--- src/rtl/control_unit_pkg.sv ---
// Shared encodings for the 8-bit processor controller: opcodes, FSM states,
// instruction classes and bus-mux select codes.
package control_unit_pkg;

   localparam int CPU_WORD_W = 8;

   localparam logic [3:0] OP_NOP = 4'h0;
   localparam logic [3:0] OP_ADD = 4'h1;
   localparam logic [3:0] OP_SUB = 4'h2;
   localparam logic [3:0] OP_AND = 4'h3;
   localparam logic [3:0] OP_NOT = 4'h4;
   localparam logic [3:0] OP_RD  = 4'h5;
   localparam logic [3:0] OP_WR  = 4'h6;
   localparam logic [3:0] OP_BR  = 4'h7;
   localparam logic [3:0] OP_BRZ = 4'h8;
   localparam logic [3:0] OP_BRV = 4'h9;
   localparam logic [3:0] OP_HLT = 4'hF;

   localparam logic [2:0] MUX1_R0 = 3'd0;
   localparam logic [2:0] MUX1_R1 = 3'd1;
   localparam logic [2:0] MUX1_R2 = 3'd2;
   localparam logic [2:0] MUX1_R3 = 3'd3;
   localparam logic [2:0] MUX1_PC = 3'd4;

   localparam logic [1:0] MUX2_ALU  = 2'd0;
   localparam logic [1:0] MUX2_BUS1 = 2'd1;
   localparam logic [1:0] MUX2_MEM  = 2'd2;

   typedef enum logic [3:0] {
      S_IDLE = 4'd0,
      S_FET1 = 4'd1,
      S_FET2 = 4'd2,
      S_DEC  = 4'd3,
      S_EX1  = 4'd4,
      S_RD1  = 4'd5,
      S_RD2  = 4'd6,
      S_WR1  = 4'd7,
      S_WR2  = 4'd8,
      S_BR1  = 4'd9,
      S_BR2  = 4'd10,
      S_HALT = 4'd11
   } state_t;

   typedef enum logic [3:0] {
      CLS_NOP  = 4'd0,
      CLS_ALU2 = 4'd1,
      CLS_NOT  = 4'd2,
      CLS_RD   = 4'd3,
      CLS_WR   = 4'd4,
      CLS_BR   = 4'd5,
      CLS_BRZ  = 4'd6,
      CLS_BRV  = 4'd7,
      CLS_HLT  = 4'd8,
      CLS_ILL  = 4'd9
   } op_class_t;

   function automatic logic [3:0] reg_onehot(input logic [1:0] idx);
      logic [3:0] vec;
      case (idx)
         2'd0:    vec = 4'b0001;
         2'd1:    vec = 4'b0010;
         2'd2:    vec = 4'b0100;
         2'd3:    vec = 4'b1000;
         default: vec = 4'b0000;
      endcase
      return vec;
   endfunction

   function automatic logic [2:0] mux1_of_reg(input logic [1:0] idx);
      return {1'b0, idx};
   endfunction

endpackage

--- src/rtl/control_unit_if.sv ---
// Controller <-> datapath signal bundle. master = control_unit, slave = datapath.
interface control_unit_if;
   import control_unit_pkg::*;

   logic [CPU_WORD_W-1:0] instruction;
   logic                  zero;
   logic                  over;
   logic                  load_r0;
   logic                  load_r1;
   logic                  load_r2;
   logic                  load_r3;
   logic                  load_pc;
   logic                  inc_pc;
   logic                  load_ir;
   logic                  load_a_reg;
   logic                  load_reg_y;
   logic                  load_reg_z;
   logic [2:0]            s_b_mux1;
   logic [1:0]            s_b_mux2;
   logic                  write;
   logic                  halted;
   logic                  illegal;

   modport master (
      input  instruction, zero, over,
      output load_r0, load_r1, load_r2, load_r3, load_pc, inc_pc, load_ir,
             load_a_reg, load_reg_y, load_reg_z, s_b_mux1, s_b_mux2,
             write, halted, illegal
   );

   modport slave (
      output instruction, zero, over,
      input  load_r0, load_r1, load_r2, load_r3, load_pc, inc_pc, load_ir,
             load_a_reg, load_reg_y, load_reg_z, s_b_mux1, s_b_mux2,
             write, halted, illegal
   );

endinterface

--- src/rtl/control_unit_decode.sv ---
// Combinational opcode classifier: instruction class, one-hot destination
// load vector and legality of the opcode.
module ctrl_decode
   import control_unit_pkg::*;
(
   input  logic [3:0] opcode,
   input  logic [1:0] dest,
   output op_class_t  op_class,
   output logic [3:0] dest_load,
   output logic       legal
);

   // opcode to class; A..E fall through to the illegal class
   always_comb begin
      op_class = CLS_ILL;
      legal    = 1'b1;
      case (opcode)
         OP_NOP:                 op_class = CLS_NOP;
         OP_ADD, OP_SUB, OP_AND: op_class = CLS_ALU2;
         OP_NOT:                 op_class = CLS_NOT;
         OP_RD:                  op_class = CLS_RD;
         OP_WR:                  op_class = CLS_WR;
         OP_BR:                  op_class = CLS_BR;
         OP_BRZ:                 op_class = CLS_BRZ;
         OP_BRV:                 op_class = CLS_BRV;
         OP_HLT:                 op_class = CLS_HLT;
         default: begin
            op_class = CLS_ILL;
            legal    = 1'b0;
         end
      endcase
   end

   assign dest_load = reg_onehot(dest);

endmodule

--- src/rtl/control_unit.sv ---
// Instruction-sequencing FSM: fetch/decode/execute, halts on HLT or an
// undefined opcode. Strobes are decoded from the registered state.
module control_unit
   import control_unit_pkg::*;
#(
   parameter int WORD_W = 8
)(
   input  logic           clk,
   input  logic           rst,
   control_unit_if.master bus
);

   if (WORD_W != CPU_WORD_W) begin : g_width_check
      $error("control_unit supports only an 8-bit word");
   end

   state_t     state_r;
   logic       illegal_r;

   op_class_t  op_class_s;
   logic [3:0] dest_load_s;
   logic       legal_s;
   logic [1:0] src_s;
   logic [1:0] dest_s;

   logic [3:0] load_vec_s;
   logic       load_pc_s;
   logic       inc_pc_s;
   logic       load_ir_s;
   logic       load_a_s;
   logic       load_y_s;
   logic       load_z_s;
   logic       write_s;
   logic       halted_s;
   logic [2:0] mux1_s;
   logic [1:0] mux2_s;

   assign src_s  = bus.instruction[3:2];
   assign dest_s = bus.instruction[1:0];

   ctrl_decode u_decode (
      .opcode    (bus.instruction[7:4]),
      .dest      (dest_s),
      .op_class  (op_class_s),
      .dest_load (dest_load_s),
      .legal     (legal_s)
   );

   // state register and sticky illegal-opcode flag
   always_ff @(posedge clk or negedge rst) begin
      if (!rst) begin
         state_r   <= S_IDLE;
         illegal_r <= 1'b0;
      end else begin
         case (state_r)
            S_IDLE: state_r <= S_FET1;
            S_FET1: state_r <= S_FET2;
            S_FET2: state_r <= S_DEC;
            S_DEC: begin
               if (!legal_s) begin
                  illegal_r <= 1'b1;
               end
               case (op_class_s)
                  CLS_NOP:  state_r <= S_FET1;
                  CLS_NOT:  state_r <= S_FET1;
                  CLS_ALU2: state_r <= S_EX1;
                  CLS_RD:   state_r <= S_RD1;
                  CLS_WR:   state_r <= S_WR1;
                  CLS_BR:   state_r <= S_BR1;
                  CLS_BRZ:  state_r <= bus.zero ? S_BR1 : S_FET1;
                  CLS_BRV:  state_r <= bus.over ? S_BR1 : S_FET1;
                  default:  state_r <= S_HALT;
               endcase
            end
            S_EX1:  state_r <= S_FET1;
            S_RD1:  state_r <= S_RD2;
            S_RD2:  state_r <= S_FET1;
            S_WR1:  state_r <= S_WR2;
            S_WR2:  state_r <= S_FET1;
            S_BR1:  state_r <= S_BR2;
            S_BR2:  state_r <= S_FET1;
            S_HALT: state_r <= S_HALT;
            default: state_r <= S_IDLE;
         endcase
      end
   end

   // control strobes and mux selects for the current state
   always_comb begin
      load_vec_s = 4'b0000;
      load_pc_s  = 1'b0;
      inc_pc_s   = 1'b0;
      load_ir_s  = 1'b0;
      load_a_s   = 1'b0;
      load_y_s   = 1'b0;
      load_z_s   = 1'b0;
      write_s    = 1'b0;
      halted_s   = 1'b0;
      mux1_s     = MUX1_R0;
      mux2_s     = MUX2_ALU;
      case (state_r)
         S_IDLE: begin
            halted_s = 1'b0;
         end
         S_FET1: begin
            mux1_s   = MUX1_PC;
            mux2_s   = MUX2_BUS1;
            load_a_s = 1'b1;
            inc_pc_s = 1'b1;
         end
         S_FET2: begin
            mux2_s    = MUX2_MEM;
            load_ir_s = 1'b1;
         end
         S_DEC: begin
            case (op_class_s)
               CLS_ALU2: begin
                  mux1_s   = mux1_of_reg(src_s);
                  mux2_s   = MUX2_BUS1;
                  load_y_s = 1'b1;
               end
               CLS_NOT: begin
                  mux1_s     = mux1_of_reg(src_s);
                  mux2_s     = MUX2_ALU;
                  load_vec_s = dest_load_s;
                  load_z_s   = 1'b1;
               end
               CLS_RD, CLS_WR, CLS_BR: begin
                  mux1_s   = MUX1_PC;
                  mux2_s   = MUX2_BUS1;
                  load_a_s = 1'b1;
                  inc_pc_s = 1'b1;
               end
               CLS_BRZ, CLS_BRV: begin
                  // taken: point a_reg at the operand; untaken: just step over it
                  if ((op_class_s == CLS_BRZ) ? bus.zero : bus.over) begin
                     mux1_s   = MUX1_PC;
                     mux2_s   = MUX2_BUS1;
                     load_a_s = 1'b1;
                     inc_pc_s = 1'b1;
                  end else begin
                     inc_pc_s = 1'b1;
                  end
               end
               default: begin
                  load_a_s = 1'b0;
               end
            endcase
         end
         S_EX1: begin
            mux1_s     = mux1_of_reg(dest_s);
            mux2_s     = MUX2_ALU;
            load_vec_s = dest_load_s;
            load_z_s   = 1'b1;
         end
         S_RD1, S_WR1, S_BR1: begin
            mux2_s   = MUX2_MEM;
            load_a_s = 1'b1;
         end
         S_RD2: begin
            mux2_s     = MUX2_MEM;
            load_vec_s = dest_load_s;
         end
         S_WR2: begin
            mux1_s  = mux1_of_reg(src_s);
            write_s = 1'b1;
         end
         S_BR2: begin
            mux2_s    = MUX2_MEM;
            load_pc_s = 1'b1;
         end
         S_HALT: begin
            halted_s = 1'b1;
         end
         default: begin
            halted_s = 1'b0;
         end
      endcase
   end

   assign bus.load_r0    = load_vec_s[0];
   assign bus.load_r1    = load_vec_s[1];
   assign bus.load_r2    = load_vec_s[2];
   assign bus.load_r3    = load_vec_s[3];
   assign bus.load_pc    = load_pc_s;
   assign bus.inc_pc     = inc_pc_s;
   assign bus.load_ir    = load_ir_s;
   assign bus.load_a_reg = load_a_s;
   assign bus.load_reg_y = load_y_s;
   assign bus.load_reg_z = load_z_s;
   assign bus.s_b_mux1   = mux1_s;
   assign bus.s_b_mux2   = mux2_s;
   assign bus.write      = write_s;
   assign bus.halted     = halted_s;
   assign bus.illegal    = illegal_r;

endmodule
--- src/flat_wrapper.sv ---
// flat-port wrapper written by rule: the top's interface ports become plain ports
module control_unit_flat import control_unit_pkg::*;
#(
   parameter int WORD_W = 8
)
  (clk, rst, bus_instruction, bus_zero, bus_over, bus_load_r0, bus_load_r1, bus_load_r2, bus_load_r3, bus_load_pc, bus_inc_pc, bus_load_ir, bus_load_a_reg, bus_load_reg_y, bus_load_reg_z, bus_s_b_mux1, bus_s_b_mux2, bus_write, bus_halted, bus_illegal);
  control_unit_if bus_i ();
  input  logic clk;
  input  logic rst;
  input wire logic [$bits(bus_i.instruction)-1:0] bus_instruction;
  input wire logic [$bits(bus_i.zero)-1:0] bus_zero;
  input wire logic [$bits(bus_i.over)-1:0] bus_over;
  output wire logic [$bits(bus_i.load_r0)-1:0] bus_load_r0;
  output wire logic [$bits(bus_i.load_r1)-1:0] bus_load_r1;
  output wire logic [$bits(bus_i.load_r2)-1:0] bus_load_r2;
  output wire logic [$bits(bus_i.load_r3)-1:0] bus_load_r3;
  output wire logic [$bits(bus_i.load_pc)-1:0] bus_load_pc;
  output wire logic [$bits(bus_i.inc_pc)-1:0] bus_inc_pc;
  output wire logic [$bits(bus_i.load_ir)-1:0] bus_load_ir;
  output wire logic [$bits(bus_i.load_a_reg)-1:0] bus_load_a_reg;
  output wire logic [$bits(bus_i.load_reg_y)-1:0] bus_load_reg_y;
  output wire logic [$bits(bus_i.load_reg_z)-1:0] bus_load_reg_z;
  output wire logic [$bits(bus_i.s_b_mux1)-1:0] bus_s_b_mux1;
  output wire logic [$bits(bus_i.s_b_mux2)-1:0] bus_s_b_mux2;
  output wire logic [$bits(bus_i.write)-1:0] bus_write;
  output wire logic [$bits(bus_i.halted)-1:0] bus_halted;
  output wire logic [$bits(bus_i.illegal)-1:0] bus_illegal;
  assign bus_i.instruction = bus_instruction;
  assign bus_i.zero = bus_zero;
  assign bus_i.over = bus_over;
  assign bus_load_r0 = bus_i.load_r0;
  assign bus_load_r1 = bus_i.load_r1;
  assign bus_load_r2 = bus_i.load_r2;
  assign bus_load_r3 = bus_i.load_r3;
  assign bus_load_pc = bus_i.load_pc;
  assign bus_inc_pc = bus_i.inc_pc;
  assign bus_load_ir = bus_i.load_ir;
  assign bus_load_a_reg = bus_i.load_a_reg;
  assign bus_load_reg_y = bus_i.load_reg_y;
  assign bus_load_reg_z = bus_i.load_reg_z;
  assign bus_s_b_mux1 = bus_i.s_b_mux1;
  assign bus_s_b_mux2 = bus_i.s_b_mux2;
  assign bus_write = bus_i.write;
  assign bus_halted = bus_i.halted;
  assign bus_illegal = bus_i.illegal;
  control_unit #(.WORD_W(WORD_W)) u_core (.clk(clk), .rst(rst), .bus(bus_i));
endmodule
--- config.mk ---
export PLATFORM = sky130hd
export DESIGN_NAME = control_unit_flat
export DESIGN_NICKNAME = d
export VERILOG_FILES = /design/src/rtl/control_unit_pkg.sv /design/src/rtl/control_unit_if.sv /design/src/rtl/control_unit_decode.sv /design/src/rtl/control_unit.sv /design/src/flat_wrapper.sv
export SDC_FILE = /design/constraint.sdc
export NUM_CORES = 1
export LEC_CHECK = 0
export ABC_CLOCK_PERIOD_IN_PS = 1500
export BUFFER_PORTS_ARGS = -buffer_cell sky130_fd_sc_hd__clkbuf_2
export CAP_MARGIN = 20
export CORE_MARGIN = 4
export CORE_UTILIZATION = 43
export DETAILED_ROUTE_END_ITERATION = 8
export HOLD_SLACK_MARGIN = 0.03
export PLACE_DENSITY = 0.84
export SETUP_SLACK_MARGIN = 0.05
export SKIP_LAST_GASP = 1
export SLEW_MARGIN = 20
export SYNTH_ARGS = -nofsm -noshare
export SYNTH_HDL_FRONTEND = slang
export SYNTH_SLANG_ARGS = --single-unit
--- constraint.sdc ---
create_clock -name clk -period 1.5 [get_ports clk]
set_input_delay 0.225 -clock clk [delete_from_list [all_inputs] [get_ports clk]]
set_output_delay 0.225 -clock clk [all_outputs]
set_load 0.05 [all_outputs]
==> impl_results.md, run 1 <==
- Status: aborted with a tool error
- Fail Step: clock tree synthesis
- Tool Error: [ERROR DPL-0038] Utilization greater than 100%, impossible to legalize
- Synthesized flop and latch total: 5
- CTS Hold Buffers Added: 1
- CTS max path bufs: 2
- Seq/Total Area, Yosys: 0.213
- Post-Synthesis Cells: 86
- Die height: 44.9 um
- Post-synthesis cell type count: 30
- Post-CTS setup buffers: 4
- Post-Syn Nets: around 100
- H-tree levels: 1
- Chip width: 44.9 um
- Root Driver: clkbuf_4
- Routability Congestion: just over 0.8
- Cell area after synthesis: about 600 um^2
- DPL Wire Length: roughly 2000 um
- Placed cell area: roughly 1100 um^2
- Initial Utilization: 0.451
- Total CTS buffers: 3
- # clock sinks: 5
- I/O Buffers: 29
- Avg Synthesized Cell Area: between 6 and 7 um^2
- Top cells by area, synth: dfrtp_1, nor2_1, a22o_1, nand2_1, nor2b_1
- Synth top area share: 0.213
- Top cell type by total area after synthesis: dfrtp_1
- Num rows: 13
- Yosys warns: 0
- # resized after CTS: 51
- Io pins: 30
[cell families after synthesis]
logic type / Yosys count / synth area share
buffers and inverters: 9 / 0.0746
flip-flops: 5 / 0.213
XOR/XNOR: 1 / 0.0149
AO/OA/AOI/OAI: 26 / 0.313
AND/OR/NAND/NOR: 45 / 0.384
[synth_stat cells, drive strengths merged]
master	instances
nand2	9
or2b	1
a211o	1
o21ai	6
a221oi	1
nand3	3
nor4bb	1
a21o	1
o311a	1
buf	6
a21oi	4
or2	1
a22o	4
and2b	1
inv	3
o211ai	1
nand4b	1
a31oi	2
a32oi	2
a41oi	1
nor2b	5
xor2	1
nand2b	3
o31ai	1
nor3	6
or4	1
o21ba	1
dfrtp	5
nor2	13
[metrics by stage]
step | hold slack, ns | setup slack (ns) | setup TNS (ns) | cells | utilization
after floorplan | -0.0706 | -0.146 | -0.988 | 86 | -
after global placement | 0.0419 | -0.162 | -1.37 | 153 | 0.850
after detailed placement | 0.0462 | -0.234 | -1.86 | 153 | 0.850
==> run 2: changes to the inputs <==
--- a/config.mk
+++ b/config.mk
@@ -8,12 +8,10 @@
 export ABC_CLOCK_PERIOD_IN_PS = 1500
 export BUFFER_PORTS_ARGS = -buffer_cell sky130_fd_sc_hd__clkbuf_2
 export CAP_MARGIN = 20
-export CORE_MARGIN = 4
-export CORE_UTILIZATION = 43
+export CORE_AREA = 4 4 65 67
 export DETAILED_ROUTE_END_ITERATION = 8
-export HOLD_SLACK_MARGIN = 0.03
-export PLACE_DENSITY = 0.84
-export SETUP_SLACK_MARGIN = 0.05
+export DIE_AREA = 0 0 69 71
+export PLACE_DENSITY_LB_ADDON = 0.15
 export SKIP_LAST_GASP = 1
 export SLEW_MARGIN = 20
 export SYNTH_ARGS = -nofsm -noshare
==> run 2 against run 1 <==
  * The flow now finishes, with violations (setup timing)
  * Synthesized cell count is the same
  * Synthesized area is the same
==> impl_results.md, run 2 <==
- Avg Synthesized Cell Area: 6.82 um^2 (unchanged)
- Synth cell count leaders: nor2_1, nand2_1, nor3_1, o21ai_0
- Status: finished, violations left
- Synthesized flop and latch total: 5 (unchanged)
- Total CTS buffers: 3 (unchanged)
- H-tree levels: 1 (unchanged)
- # clock sinks: 5 (unchanged)
- Total number of vias: 927
- HP Class: input pin to async pin
- 1st-iter DRT viols: 17
- Cell area after synthesis: 587 um^2 (unchanged)
- Initial Utilization: 0.162 (-0.289)
- Design Power: roughly 3.4 mW
- Final ANT Viol Nets: 0
- Finished Cell Area: 1650 um^2
- Setup ws final: -0.415 ns
- Post-Synthesis Cells: 86 (unchanged)
- I/O Buffers: 29 (unchanged)
- Core Region: approximately 3600 um^2
- Root Driver: clkbuf_8
- Fraction of registers with async set/reset: 1.00 (unchanged)
- Seq/Total Area, Yosys: 0.213 (unchanged)
- Fraction of layout instances using a drive strength above 1: 0.701
- CP Capture Type: primary output
- Pwr dens: 2080 nW/um^2
- Count of endpoints failing setup in the final report: 16
- CP max FO: 3
- Drt first pass iters: 4
- Routed wire length per instance: ~14 um
- Max reg flops: 4
- Final hold vios: 0
- Critical path class: flop to primary output
- Synth top area share: 0.213 (unchanged)
- Total negative setup slack: -3.93 ns
- CP arrival: around 1.7 ns
- Number of vias per cell: roughly 4.6
- Critical R2R Capture: u_core.state_r[2]
- DPL Wire Length: 1930 um (-2.2%)
- Top cell type by total area after synthesis: dfrtp_1
- Top cells by area, synth: dfrtp_1, nor2_1, a22o_1, nand2_1, nor2b_1
- Fmax: around 0.52 GHz
- CTS max path bufs: 2 (unchanged)
- First-pass GRT wire length: around 4300 um
- Final Max Tran Viols: 0
- WL final: around 2800 um
- Worst r2r src: u_core.state_r[2]
- Num rows: 22 (+9)
- Most frequent cells in the layout: buf_4, clkbuf_2, buf_6, buf_12
- Layout Utilization: 0.454
- Max VDD drop: 0.000859 V
- Commonest non-fill, non-tap cell in the layout: buf_4
- Top FF cell, synth: dfrtp_1
- Reg-to-reg setup timing slack: 0 ns
- Cell Count, Final, Fillers Out: between 200 and 250
- Yosys warns: 0 (unchanged)
- Vias in the first global route: 922
- Routability Congestion: 0.796 (-3.1%)
- Io pins: 30 (unchanged)
- # DRC: 0
- Initial antenna violation count: 0
- Post-layout net count: around 170
- Period utilization: 1.28
- GRT Util Overall: 0.106
- Clk_skew: roughly 0.0043 ns
- Fin crit period: roughly 1.9 ns
- Worst relative slew slack: 0.717
- Largest net degree at the start of global routing: 9
- LEAKAGE: a little over 0.7 nW
- Post-synthesis cell type count: 30 (unchanged)
- Reg2Reg Depth: 4
- Post-Syn Nets: 98 (unchanged)
- Antenna cell count: 0
- Actual slew at the worst max-slew pin: about 0.42 ns
- Area growth, synth to finish: 181%
- Skew-Pair Late Insertion Delay: around 0.22 ns
- Clk slew on worst S/H paths: 0.04 ns
- Pre-CTS setup slack: -0.316 ns (-0.0819 ns)
- EDFF count, synth: 0 (unchanged)
- Placed Cells: 183 (+20%)
- Total gr overflow: 0
- RSZ-0062 raised after global routing: yes
- CTS tree: yes
- Worst setup SP type: flop
- Worst-case hold slack: 0.349 ns
- Count leader, synth: nor2_1
- Die area: 4900 um^2
- Chip width: 69 um (+54%)
- Req. time, crit path: around 1.3 ns
- Placed cell area: 1230 um^2 (+11%)
- Max_cap viols: 0
- Most flops, register: u_core.state_r
- Die height: 71 um (+58%)
- Failing checks: setup timing
-- run 2: cell counts after synthesis --
Identical to the previous run, type by type.
-- run 2: cell families after synthesis --
family                    synth area share
AOI/OAI and AO/OA                    0.313
xor gates and xnor gates            0.0149
buffers and inverters               0.0746
DFF                                  0.213
and+or+nand+nor                      0.384
-- run 2: how the worst max path moves through the flow --
stage | from | to | slack, ns | cells after the start
after global placement | bus_instruction[5] | bus_s_b_mux1[1] | -0.32 | 6
after detailed placement | bus_instruction[5] | bus_s_b_mux1[1] | -0.32 | 6
after CTS | u_core.state_r[3] | bus_load_r3 | -0.34 | 5
after global routing | u_core.state_r[2] | bus_load_r0 | -0.46 | 5
after floorplan | u_core.state_r[2] | bus_load_r2 | -0.28 | 4
final | u_core.state_r[2] | bus_load_r0 | -0.41 | 5
-- run 2: final cells by class --
cell class,count,area (um^2)
clock buffer,4,45.0
fill,354,1980
inverter,3,16.3
multi-input combinational,72,671
sequential,5,126
tap,48,60.1
timing repair buffer,70,731
-- run 2: routing by layer --
| layer | track usage | share of wire | up-vias |
|---|---|---|---|
| li1 | - | - | 453 |
| met1 | 0.131 | 0.40 | 439 |
| met2 | 0.180 | 0.55 | 33 |
| met3 | 0.0270 | 0.040 | 2 |
| met4 | 0.0304 | 0.0050 | 0 |
| met5 | 0 | 0 | - |
-- run 2: critical path, stage by stage (launching register included) --
cell      delay, ns
dfrtp_1        0.42
nor4bb_2       0.35
a32oi_1        0.19
buf_4          0.20
nor3_4         0.14
buf_8          0.17
-- run 2: report_power, final --
group          switching [mW]  internal [mW]
clock network          0.0671          0.183
logic                    1.45           1.47
registers              0.0651          0.186
total                    1.58           1.84
-- run 2: what timing repair did --
action / in CTS / in global routing
setup endpoints to repair: 17 / 18
setup buffers: 7 / 6
endpoints found under the hold margin: 5 / 0
gates cloned: 2 / 0
hold buffers: 1 / 0
resized for setup: 35 / 28
pin swaps: 3 / 7
(Power assumes the default switching activity.)
==> run 3: changes to the inputs <==
--- a/config.mk
+++ b/config.mk
@@ -8,9 +8,9 @@
 export ABC_CLOCK_PERIOD_IN_PS = 1500
 export BUFFER_PORTS_ARGS = -buffer_cell sky130_fd_sc_hd__clkbuf_2
 export CAP_MARGIN = 20
-export CORE_AREA = 4 4 65 67
+export CORE_AREA = 2 2 63 65
 export DETAILED_ROUTE_END_ITERATION = 8
-export DIE_AREA = 0 0 69 71
+export DIE_AREA = 0 0 65 67
 export PLACE_DENSITY_LB_ADDON = 0.15
 export SKIP_LAST_GASP = 1
 export SLEW_MARGIN = 20
==> run 3 against run 2 <==
  * The run still ends with setup timing left
  * Die area is 11% lower
  * First-iteration DRC count up 18%
  * Maximum frequency increased by 5.9%
  * Flip-flop and latch count is the same
  * Setup slack gained 0.11 ns
  * Hold slack worse by 0.0051 ns
  * Largest cell class unchanged
  * Clock skew shrank 0.00092 ns
  * Cell area shrank 3.0%
  * Via count is 5.0% lower
  * Sequential share of layout area up 0.31 points
  * Critical endpoint is now bus_load_r1
  * Utilization decreased by 1.0 points
==> impl_results.md, run 3 (same netlist as run 2, synthesis figures left out) <==
- Final ANT Viol Nets: 0 (unchanged)
- # DRC: 0 (unchanged)
- Period utilization: 1.20 (-0.0716)
- Die height: 67 um (-5.6%)
- Largest net degree at the start of global routing: 13 (+4)
- Clk_skew: 0.00334 ns (-0.000919 ns)
- CP Capture Type: primary output
- Failing checks: setup timing
- Routability Congestion: 0.783 (-1.7%)
- Die area: 4360 um^2 (-11%)
- Layout Utilization: 0.444 (-0.0101)
- H-tree levels: 1 (unchanged)
- Critical R2R Capture: u_core.state_r[1]
- Root Driver: clkbuf_8
- Chip width: 65 um (-5.8%)
- CTS max path bufs: 2 (unchanged)
- WL final: 2530 um (-9.6%)
- Critical path class: flop to primary output
- HP Class: input pin to async pin
- Multi-input logic area: 661 um^2 (-1.5%)
- Post-layout net count: 164 (-1.8%)
- Fmax: 0.553 GHz (+5.9%)
- Initial antenna violation count: 0 (unchanged)
- # fillers: 350 (-1.1%)
- Num rows: 22 (unchanged)
- Reg area: 128 um^2 (+0.99%)
- Total negative setup slack: -3.62 ns (+0.305 ns)
- Clk slew on worst S/H paths: 0.04 ns (about the same)
- Vias in the first global route: 838 (-9.1%)
- Most frequent cells in the layout: buf_4, clkbuf_2, buf_12
- Stages on worst setup path: 5 (unchanged)
- Worst r2r src: u_core.state_r[0]
- Skew-Pair Late Insertion Delay: 0.22 ns (about the same)
- Actual slew at the worst max-slew pin: 0.302 ns (-0.121 ns)
- Status: finished, violations left
- Fraction of layout instances using a drive strength above 1: 0.702 (about the same)
- CP max FO: 4 (+1)
- Top delay family on crit path: flip-flops
- Cell chain of the critical path: nor4bb_4 -> a32oi_1 -> buf_4 -> nor3_4 -> buf_8
- Final Max Tran Viols: 0 (unchanged)
- First-pass GRT wire length: 3920 um (-8.8%)
- Total number of vias: 881 (-5.0%)
- Max reg flops: 4 (unchanged)
- Max_cap viols: 0 (unchanged)
- I/O Buffers: 29 (unchanged)
- Worst setup SP type: flop
- CTS tree: yes
- # clock sinks: 5 (unchanged)
- Count of endpoints failing setup in the final report: 16 (unchanged)
- LEAKAGE: 0.698 nW (-3.0%)
- Slowest-stage cell, CP: dfrtp_2
- Initial Utilization: 0.163 (+0.00123)
- Reg2Reg Depth: 6 (+2)
- Core Region: 3610 um^2 (-0.76%)
- Pre-CTS setup slack: -0.455 ns (-0.138 ns)
- CP peak stage delay: 0.44 ns (+0.02 ns)
- Worst relative slew slack: 0.798 (+0.0809)
- RSZ-0062 raised after global routing: yes
- Setup ws final: -0.307 ns (+0.107 ns)
- GRT Util Overall: 0.119 (+0.0138)
- Commonest non-fill, non-tap cell in the layout: buf_4
- Worst-case hold slack: 0.344 ns (-0.00509 ns)
- Io pins: 30 (unchanged)
- Routed wire length per instance: 12.7 um (-8.2%)
- Total gr overflow: 0 (unchanged)
- Max VDD drop: 0.00102 V (+19%)
- Fin crit period: 1.81 ns (-0.107 ns)
- Pwr dens: 2060 nW/um^2 (-0.73%)
- CP arrival: 1.58 ns (-0.11 ns)
- Antenna cell count: 0 (unchanged)
- DPL Wire Length: 1810 um (-6.2%)
- Reg-to-reg setup timing slack: 0.04 ns (+0.04 ns)
- Final hold vios: 0 (unchanged)
- 1st-iter DRT viols: 20 (+3)
- Most flops, register: u_core.state_r
- Worst path bufs/invs: 2 (unchanged)
- Req. time, crit path: 1.27 ns (about the same)
- Area growth, synth to finish: 173%
- Drt first pass iters: 4 (unchanged)
- Total CTS buffers: 3 (unchanged)
- Number of vias per cell: 4.43 (-3.5%)
-- run 3: report_power, final --
group | switching, mW | internal, mW
sequential | 0.0608 | 0.188
clock | 0.0699 | 0.183
combinational | 1.39 | 1.41
-- run 3: cell type report --
type | count | area share
clock buffer | 4 | 0.0281
inverter | 3 | 0.00860
multi-input combinational | 72 | 0.413
sequential | 5 | 0.0797
tap | 48 | 0.0375
timing repair buffer | 67 | 0.433
-- run 3: timing repair --
item	in CTS	in global routing
hold buffers	1	0
endpoints found under the hold margin	5	0
setup endpoints to repair	17	17
setup buffers	4	6
gates resized for setup	27	32
pin swaps	3	7
cloned	0	1
-- run 3: worst max-delay path by stage --
stage / endpoint / startpoint / slack (ns)
after floorplan: bus_load_r2 / u_core.state_r[2] / -0.28
after global placement: bus_s_b_mux1[1] / bus_instruction[5] / -0.40
after detailed placement: bus_s_b_mux1[1] / bus_instruction[5] / -0.45
after CTS: bus_s_b_mux1[1] / u_core.state_r[2] / -0.35
after global routing: bus_load_r1 / u_core.state_r[2] / -0.41
final: bus_load_r1 / u_core.state_r[2] / -0.31
-- run 3: routing by layer --
| metal | part of all wire | track usage | up-vias |
|---|---|---|---|
| met5 | 0 | 0 | - |
| met4 | 0.013 | 0.0479 | 0 |
| li1 | - | - | 444 |
| met1 | 0.42 | 0.141 | 411 |
| met2 | 0.53 | 0.211 | 21 |
| met3 | 0.035 | 0.0220 | 5 |
-- run 3: metrics by stage --
step	instance area [um^2]	std cells	power, mW
floorplan	699	86	1.43
global placement	1220	184	2.38
detailed placement	1220	184	2.38
CTS	1430	193	2.91
global route	1600	199	3.48
finish	1600	199	3.30
==> run 4: changes to the inputs <==
--- a/config.mk
+++ b/config.mk
@@ -13,7 +13,7 @@
 export DIE_AREA = 0 0 65 67
 export PLACE_DENSITY_LB_ADDON = 0.15
 export SKIP_LAST_GASP = 1
-export SLEW_MARGIN = 20
+export SLEW_MARGIN = 30
 export SYNTH_ARGS = -nofsm -noshare
 export SYNTH_HDL_FRONTEND = slang
 export SYNTH_SLANG_ARGS = --single-unit
==> constraint.sdc (replaced) <==
create_clock -name clk -period 1.5 [get_ports clk]
set_input_delay 0.225 -clock clk [delete_from_list [all_inputs] [get_ports clk]]
set_output_delay 0.225 -clock clk [all_outputs]
set_load 0.01 [all_outputs]
==> run 4 against run 3 <==
  * The flow still finishes with violations (setup timing)
  * Cell area is 24% lower
  * Clock power is 4% lower
  * Combinational power is 42% lower
  * Clock skew is 0.00071 ns lower
  * Largest power group unchanged
  * Power is 36% lower
  * Register-to-register slack worse by 0.04 ns
  * Wire length is 11% lower
  * Count of clock-buffer cells in the layout stayed put
  * Critical path type unchanged
  * Via count stayed put
  * Sequential power hardly changed
==> impl_results.md, run 4 (same netlist as run 2, synthesis figures left out) <==
- Commonest non-fill, non-tap cell in the layout: buf_4
- Max VDD drop: 0.000620 V (-40%)
- Layout Utilization: 0.337 (-0.107)
- Worst relative slew slack: 0.740 (-0.0581)
- Req. time, crit path: 1.27 ns (about the same)
- Number of vias per cell: 4.54 (+2.6%)
- Clk_skew: 0.00263 ns (-0.000708 ns)
- CTS tree: yes
- Actual slew at the worst max-slew pin: 0.389 ns (+0.0870 ns)
- Drt first pass iters: 4 (unchanged)
- Die area: 4360 um^2 (unchanged)
- Most frequent cells in the layout: buf_4, clkbuf_2, nor2_1, buf_6, buf_2
- Skew-Pair Late Insertion Delay: 0.22 ns (about the same)
- 1st-iter DRT viols: 11 (-45%)
- RSZ-0062 raised after global routing: yes
- Routability Congestion: 0.750 (-4.2%)
- Cell Count, Final, Fillers Out: 194 (-2.5%)
- Routed wire length per instance: 11.7 um (-8.3%)
- Total number of vias: 881 (unchanged)
- # clock sinks: 5 (unchanged)
- First-pass GRT wire length: 3690 um (-5.8%)
- Fraction of layout instances using a drive strength above 1: 0.596 (-0.106)
- Initial antenna violation count: 0 (unchanged)
- # fillers: 397 (+13%)
- Most flops, register: u_core.state_r
- CP max FO: 5 (+1)
- Status: finished, violations left
- Num rows: 22 (unchanged)
- Met2 routed WL: 1100 um (-18%)
- Area growth, synth to finish: 107%
- Fin crit period: 1.78 ns (-0.0323 ns)
- Io pins: 30 (unchanged)
- Max_cap viols: 0 (unchanged)
- H-tree levels: 1 (unchanged)
- Fmax: 0.563 GHz (+1.8%)
- Max reg flops: 4 (unchanged)
- Count of endpoints failing setup in the final report: 18 (+2)
- Chip width: 65 um (unchanged)
- Total gr overflow: 0 (unchanged)
- Final Max Tran Viols: 0 (unchanged)
- Critical path class: flop to primary output
- Cell chain of the critical path: nor4bb_4 -> a32oi_1 -> nand2b_1 -> nor2_1 -> clkbuf_2
- Placed cell area: 925 um^2 (-25%)
- CP Capture Type: primary output
- WL final: 2270 um (-11%)
- Root Driver: clkbuf_8
- Failing checks: setup timing
- Vias in the first global route: 858 (+2.4%)
- Slowest-stage cell, CP: dfrtp_2
- Worst setup SP type: flop
- Post-layout net count: 159 (-3.0%)
- GRT Util Overall: 0.107 (-0.0128)
- Final ANT Viol Nets: 0 (unchanged)
- DR top layer: met4
- WL met3: 142 um (+60%)
- Antenna cell count: 0 (unchanged)
- Finished Cell Area: 1210 um^2 (-24%)
- CTS max path bufs: 2 (unchanged)
- Placed Cells: 179 (-2.7%)
- Initial Utilization: 0.163 (unchanged)
- I/O Buffers: 29 (unchanged)
- Pwr dens: 1740 nW/um^2 (-16%)
- Clk slew on worst S/H paths: 0.04 ns (about the same)
- Period utilization: 1.18 (-0.0215)
- Core Region: 3610 um^2 (unchanged)
- CP arrival: 1.55 ns (-0.03 ns)
- Largest net degree at the start of global routing: 10 (-3)
- LEAKAGE: 0.577 nW (-17%)
- DPL Wire Length: 1740 um (-4.1%)
- HP Class: input pin to async pin
- Design Power: 2.11 mW (-36%)
- Pre-CTS setup slack: -0.118 ns (+0.337 ns)
- Routed length on met1: 1010 um (-5.5%)
- CP peak stage delay: 0.43 ns (about the same)
- Total CTS buffers: 3 (unchanged)
- # DRC: 0 (unchanged)
- Final hold vios: 0 (unchanged)
- Die height: 67 um (unchanged)
- Setup ws final: -0.275 ns (+0.0323 ns)
[run 4: cell count changes in the layout (fill, tap and decap cells not counted), moves of 6 or more]
cell / change
nor3_2: +6
buf_2: +8
nor3_4: -6
nor2_1: +6
clkbuf_2: +7
buf_12: -10
buf_4: -7
[run 4: layout make-up]
| cell class | count | area, um^2 | area share |
|---|---|---|---|
| clock buffers | 4 | 45.0 | 0.0371 |
| repair buffers | 62 | 435 | 0.358 |
| multi-input cells | 72 | 533 | 0.439 |
| flip-flops and latches | 5 | 128 | 0.105 |
| well taps | 48 | 60.1 | 0.0494 |
| inverters | 3 | 13.8 | 0.0113 |
[run 4: what timing repair did]
item | 4_1_cts | 5_1_grt
pin swaps | 14 | 13
setup buffers | 7 | 4
hold buffers | 1 | 0
endpoints found under the hold margin | 5 | 0
resized for setup | 25 | 26
setup endpoints to repair | 15 | 18
[run 4: stage by stage]
stage | hold slack [ns] | TNS (ns)
floorplan | -0.0706 | 0
global placement | 0.0464 | -0.420
detailed placement | 0.0497 | -0.304
CTS | 0.354 | -2.48
global route | 0.381 | -3.43
finish | 0.353 | -2.27
[run 4: per-layer routing]
metal | global-route usage | up-vias
met2 | 0.188 | 26
met1 | 0.132 | 416
met4 | 0.0239 | 0
met3 | 0.0220 | 2
li1 | - | 437
met5 | 0 | -
[run 4: final timing paths]
kind                                      end                from  slack, ns  cells past startpoint
min reg2reg                u_core.bus.illegal  u_core.bus.illegal       0.46                      1
min in group clk           u_core.bus.illegal  u_core.bus.illegal       0.46                      1
min                        u_core.bus.illegal                 rst       0.35                      2
max reg2reg                 u_core.state_r[2]   u_core.state_r[2]          0                      5
max                               bus_load_r2   u_core.state_r[3]      -0.28                      5
max in group asynchronous   u_core.state_r[3]                 rst       1.00                      2
[run 4: where the power goes]
group / switching [mW] / internal (mW) / total, mW
sequential: 0.0622 / 0.188 / 0.250
combinational: 0.746 / 0.871 / 1.62
clock: 0.0610 / 0.182 / 0.243
total: 0.869 / 1.24 / 2.11
[run 4: worst max-delay path: cells and delay by family (launching register included)]
| kind | cells | cell delay [ns] |
|---|---|---|
| buffers and inverters | 1 | 0.14 |
| AND/OR/NAND/NOR | 3 | 0.60 |
| AO/OA/AOI/OAI | 1 | 0.16 |
| flip-flops | 1 | 0.43 |
